File: src/rtl/uart_rx_datapath.sv
// uart_rx_datapath
//   Receives one 12-bit UART frame: start(0), d0..d7 LSB first, parity, stop1, stop2.
//   rx_in passes through a two-flop synchroniser. The start bit is confirmed at its
//   midpoint, and every later bit is sampled one bit period after the previous sample.
//   At the second stop bit the byte and its status are published with a one-cycle strobe.
//
// Ports
//   clk         clock, rising edge
//   reset       synchronous, active-low reset
//   rx_in       serial line, idle high, asynchronous to clk
//   parity_sel  0: even parity (bit = ^data), 1: odd parity (bit = ~^data)
//   rx_data     last received byte
//   rx_valid    one-cycle strobe when rx_data / parity_err / frame_err update
//   parity_err  parity mismatch on the last frame
//   frame_err   stop1 or stop2 sampled low on the last frame
//   rx_busy     high whenever the receiver is not idle
//
// state  | meaning
// IDLE   | waiting for the line to go low
// START  | counting to the start-bit midpoint, then confirming it is still low
// DATA   | sampling d0..d7, one bit period apart
// PARITY | sampling the parity bit
// STOP1  | sampling the first stop bit
// STOP2  | sampling the second stop bit and publishing the result
// BRK    | stop bit was low; waiting for the line to return high

module uart_rx_datapath #(
    parameter int CLKS_PER_BIT = 16
) (
    input  logic       clk,
    input  logic       reset,
    input  logic       rx_in,
    input  logic       parity_sel,
    output logic [7:0] rx_data,
    output logic       rx_valid,
    output logic       parity_err,
    output logic       frame_err,
    output logic       rx_busy
);
    localparam int H     = CLKS_PER_BIT / 2;
    localparam int CNT_W = $clog2(CLKS_PER_BIT);

    localparam logic [CNT_W-1:0] CNT_MID = CNT_W'(H - 1);
    localparam logic [CNT_W-1:0] CNT_END = CNT_W'(CLKS_PER_BIT - 1);

    localparam logic [2:0] S_IDLE   = 3'd0;
    localparam logic [2:0] S_START  = 3'd1;
    localparam logic [2:0] S_DATA   = 3'd2;
    localparam logic [2:0] S_PARITY = 3'd3;
    localparam logic [2:0] S_STOP1  = 3'd4;
    localparam logic [2:0] S_STOP2  = 3'd5;
    localparam logic [2:0] S_BRK    = 3'd6;

    logic [2:0]       state;
    logic             rx_meta;
    logic             rx_s;
    logic [CNT_W-1:0] cnt;
    logic [2:0]       bit_idx;
    logic [7:0]       sr;
    logic             p_bit;
    logic             s1_bit;
    logic             bit_end;

    assign bit_end = (cnt == CNT_END);
    assign rx_busy = (state != S_IDLE);

    always_ff @(posedge clk) begin
        if (!reset) begin
            state      <= S_IDLE;
            rx_meta    <= 1'b1;
            rx_s       <= 1'b1;
            cnt        <= '0;
            bit_idx    <= 3'd0;
            sr         <= 8'h00;
            p_bit      <= 1'b0;
            s1_bit     <= 1'b0;
            rx_data    <= 8'h00;
            rx_valid   <= 1'b0;
            parity_err <= 1'b0;
            frame_err  <= 1'b0;
        end else begin
            rx_meta  <= rx_in;
            rx_s     <= rx_meta;
            rx_valid <= 1'b0;

            case (state)
                S_IDLE: begin
                    if (!rx_s) begin
                        state <= S_START;
                        cnt   <= '0;
                    end
                end
                S_START: begin
                    if (cnt == CNT_MID) begin
                        cnt <= '0;
                        if (!rx_s) begin
                            state   <= S_DATA;
                            bit_idx <= 3'd0;
                        end else begin
                            // Low pulse shorter than half a bit: treat as noise.
                            state <= S_IDLE;
                        end
                    end else begin
                        cnt <= cnt + 1'b1;
                    end
                end
                S_DATA: begin
                    if (bit_end) begin
                        sr[bit_idx] <= rx_s;
                        cnt         <= '0;
                        if (bit_idx == 3'd7) begin
                            state <= S_PARITY;
                        end else begin
                            bit_idx <= bit_idx + 3'd1;
                        end
                    end else begin
                        cnt <= cnt + 1'b1;
                    end
                end
                S_PARITY: begin
                    if (bit_end) begin
                        p_bit <= rx_s;
                        cnt   <= '0;
                        state <= S_STOP1;
                    end else begin
                        cnt <= cnt + 1'b1;
                    end
                end
                S_STOP1: begin
                    if (bit_end) begin
                        s1_bit <= rx_s;
                        cnt    <= '0;
                        state  <= S_STOP2;
                    end else begin
                        cnt <= cnt + 1'b1;
                    end
                end
                S_STOP2: begin
                    if (bit_end) begin
                        cnt        <= '0;
                        rx_data    <= sr;
                        parity_err <= (p_bit != (^sr ^ parity_sel));
                        frame_err  <= ~(s1_bit & rx_s);
                        rx_valid   <= 1'b1;
                        // A low stop bit may be a held break; do not re-arm until the line idles.
                        state      <= (s1_bit & rx_s) ? S_IDLE : S_BRK;
                    end else begin
                        cnt <= cnt + 1'b1;
                    end
                end
                S_BRK: begin
                    if (rx_s) begin
                        state <= S_IDLE;
                    end
                end
                default: begin
                    state <= S_IDLE;
                end
            endcase
        end
    end

endmodule
File: config.mk
export PLATFORM = sky130hd
export DESIGN_NAME = uart_rx_datapath
export DESIGN_NICKNAME = d
export VERILOG_FILES = /design/src/rtl/uart_rx_datapath.sv
export SDC_FILE = /design/constraint.sdc
export NUM_CORES = 1
export LEC_CHECK = 0
export BUFFER_PORTS_ARGS = -buffer_cell sky130_fd_sc_hd__buf_4
export CAP_MARGIN = 5
export CORE_UTILIZATION = 55
export CTS_BUF_LIST = sky130_fd_sc_hd__clkbuf_2
export DETAILED_ROUTE_END_ITERATION = 8
export PLACE_DENSITY = 0.75
export SLEW_MARGIN = 20
export SYNTH_ARGS = -nofsm -noshare
export SYNTH_HDL_FRONTEND = slang
export SYNTH_SLANG_ARGS = --single-unit
File: constraint.sdc
create_clock -name clk -period 2 [get_ports clk]
set_clock_uncertainty 0.2 [all_clocks]
set_input_delay 0.4 -clock clk [delete_from_list [all_inputs] [get_ports clk]]
set_output_delay 0.4 -clock clk [all_outputs]
set_load 0.05 [all_outputs]
==> impl_metrics.yaml <==
grt:
  grt_pass1_wl_mm: 5.67
  overflow: 0
  grt_pass1_vias: 1315
  grt_use_total: 0.233
  antenna_found_initial: 0
  grt_max_degree: 27
yosys:
  synth_fp_nets: 194
  ys_seq_area_frac: 0.408
  syn-instance-count: 187
  synth_seq_cells: 33
  synth_edf_count: 0
  syn_avg_cell_area_um2: 8.65
  synth-async-reset-ratio: 0
  ys.flop_type: "dfxtp_1"
  yosysUniqueCellTypes: 44
  synth_warnings: 0
  mappedNetlistArea_um2: 1620
sta:
  slew_violations: 0
  setup_viol: 0
  fmax_mhz: 514
  slew_headroom: 0.747
  tightestPinTransition_ns: 0.380
  hold_viol_final: 0
  fin_crit_ns: 1.94
  fin_crit_sh: 0.972
final_layout:
  fillers: 238
  area_delta_synth_final_pct: 17.6
  layout_common_cells: "dfxtp_1 (30), buf_4 (25), nand2_1 (23)"
  final_area_um2: 1900
  drive_gt1_frac: 0.234
  final_util: 0.684
  final_common_cell: "dfxtp_1"
  layout.nets: 215
  diodes: 0
placed_design:
  io_buffers: 15
  hpwl_mm: 2.36
  routabilityCongestion: 0.890
  placed_area_um2: 1750
run_status:
  status: "finished, final reports clean"
clocking:
  cts-root-buf: "clkbuf_2"
  cts_tree: "yes"
  cts.sinks: 33
  clk_latency_ns: 0.38
  cts_buffers: 5
  clkTransAtPathRegs_ns: 0.16
  cts_buffer_depth: 2
  htree_levels: 2
floorplanning:
  num_io_pins: 16
  start_util: 0.582
  die_h_um: 56.2
  die_x_um: 56.2
  core-area_um2: 2780
  die-area_um2: 3160
  rows: 19
drt:
  wl_per_cell_um: 14.3
  route.vias.total: 1384
  drc: 0
  drt_iter0_drc: 36
  wl_mm: 3.42
  firstDrtPassIters: 4
  vias_per_cell: 5.77
  final_antenna_net_count: 0
worst_hold_path:
  hold_path_class: "input port to register"
pwr:
  ir_drop_mv: 0.696
  p_leak_nw: 0.744
  powerDensity_nw_per_um2: 661
critical_path:
  r2r_cells: 6
  r2r-start: "bit_idx[1]"
  endpoint: "rx_busy"
  worstSetupEndpointType: "primary output"
  reg2reg_slack_ns: 0.07
  startpoint_type: "register"
  r2r-end: "bit_idx[1]"
  cp.arrival_ns: 1.34
  worst_ep_required_time_ns: 1.40
  cp_max_fo: 5
  cp-startpoint: "state[1]"
  crit_type: "register to primary output"
job:
  max-cap-violations: 0
==> flip-flops by register name (all words and copies together) (netlist names) <==
| signal | flops |
|---|---|
| rx_s | 1 |
| cnt | 4 |
| rx_data | 8 |
| bit_idx | 3 |
| frame_err | 1 |
| rx_valid | 1 |
| state | 3 |
| p_bit | 1 |
| rx_meta | 1 |
| sr | 8 |
| parity_err | 1 |
| s1_bit | 1 |
==> synth_stat cells (2+ instances only) <==
| cell type | n | area share |
|---|---|---|
| dfxtp_1 | 33 | 0.41 |
| nand2_1 | 23 | 0.053 |
| nor2_1 | 21 | 0.049 |
| a21oi_1 | 12 | 0.037 |
| mux2i_1 | 11 | 0.068 |
| nand4_1 | 8 | 0.031 |
| clkbuf_1 | 7 | 0.016 |
| buf_2 | 6 | 0.019 |
| xnor2_1 | 6 | 0.032 |
| inv_1 | 5 | 0.012 |
| nand2b_1 | 5 | 0.019 |
| a22oi_1 | 3 | 0.014 |
| ha_1 | 3 | 0.023 |
| nand3_1 | 3 | 0.0093 |
| nor3_1 | 3 | 0.0093 |
| o21ai_1 | 3 | 0.0093 |
| or3_1 | 3 | 0.012 |
| a31o_1 | 2 | 0.011 |
| nor2b_1 | 2 | 0.0077 |
| nor4_2 | 2 | 0.015 |
| o21ai_0 | 2 | 0.0062 |
| xor2_1 | 2 | 0.011 |
==> repair_timing <==
item	CTS	global route
hold buffers	1	0
pin swaps	0	2
hold endpoints to repair	1	0
setup endpoints to repair	1	6
resized for setup	6	7
setup buffers	1	4
==> cell families after synthesis <==
| logic type | share of synthesized area |
|---|---|
| compound gates | 0.128 |
| xor+xnor | 0.0572 |
| fa+ha+maj | 0.0232 |
| buf+inv | 0.0534 |
| flops | 0.408 |
| mux | 0.0681 |
| simple gates | 0.262 |
==> worst min-delay path by stage <==
stage	from	end	slack (ns)	cells after the start
final	reset	rx_s	0.07	2
after global routing	reset	rx_meta	0.05	2
after CTS	reset	rx_s	0.05	2
after detailed placement	rx_meta	rx_s	0.20	1
after global placement	rx_meta	rx_s	0.20	1
after floorplan	rx_meta	rx_s	0.19	1
==> area by class of cell <==
type | count | area (um2) | area share
flip-flops and latches | 33 | 672 | 0.353
repair buffers | 28 | 229 | 0.120
multi-input cells | 135 | 903 | 0.475
well taps | 31 | 38.8 | 0.0204
clock inverters | 2 | 10.0 | 0.00526
inverters | 5 | 18.8 | 0.00987
clock buffers | 6 | 30.0 | 0.0158
==> metrics by stage <==
stage	worst slack (ns)	hold WS [ns]	total power (W)	TNS, ns	cells
final	0.0562	0.0692	0.00126	0	240
after global routing	-0.0672	0.0542	0.00132	-0.102	240
after CTS	0.0168	0.0471	0.00126	0	236
after detailed placement	0.0711	0.199	0.000920	0	226
after global placement	0.154	0.200	0.000911	0	226
after floorplan	0.0498	0.186	0.000868	0	187
==> report_power, final <==
| part | internal (W) | switching (W) |
|---|---|---|
| logic | 0.000108 | 0.000149 |
| registers | 0.000679 | 0.0000161 |
| clock network | 0.0000876 | 0.000219 |
| total | 0.000874 | 0.000384 |
==> critical path, cell delays in order (launching register included) <==
cell and delay, ns:
dfxtp_4 0.39, or3_4 0.41, buf_6 0.17
==> metal layers <==
| layer | track usage | wire (um) | up-vias |
|---|---|---|---|
| met1 | 0.267 | 1500 | 655 |
| met2 | 0.401 | 1740 | 29 |
| met4 | 0.101 | 53 | 0 |
| met5 | 0 | 0 | - |
| li1 | - | - | 694 |
| met3 | 0.0651 | 133 | 6 |
Note: power is estimated with default switching activity, not from simulation.
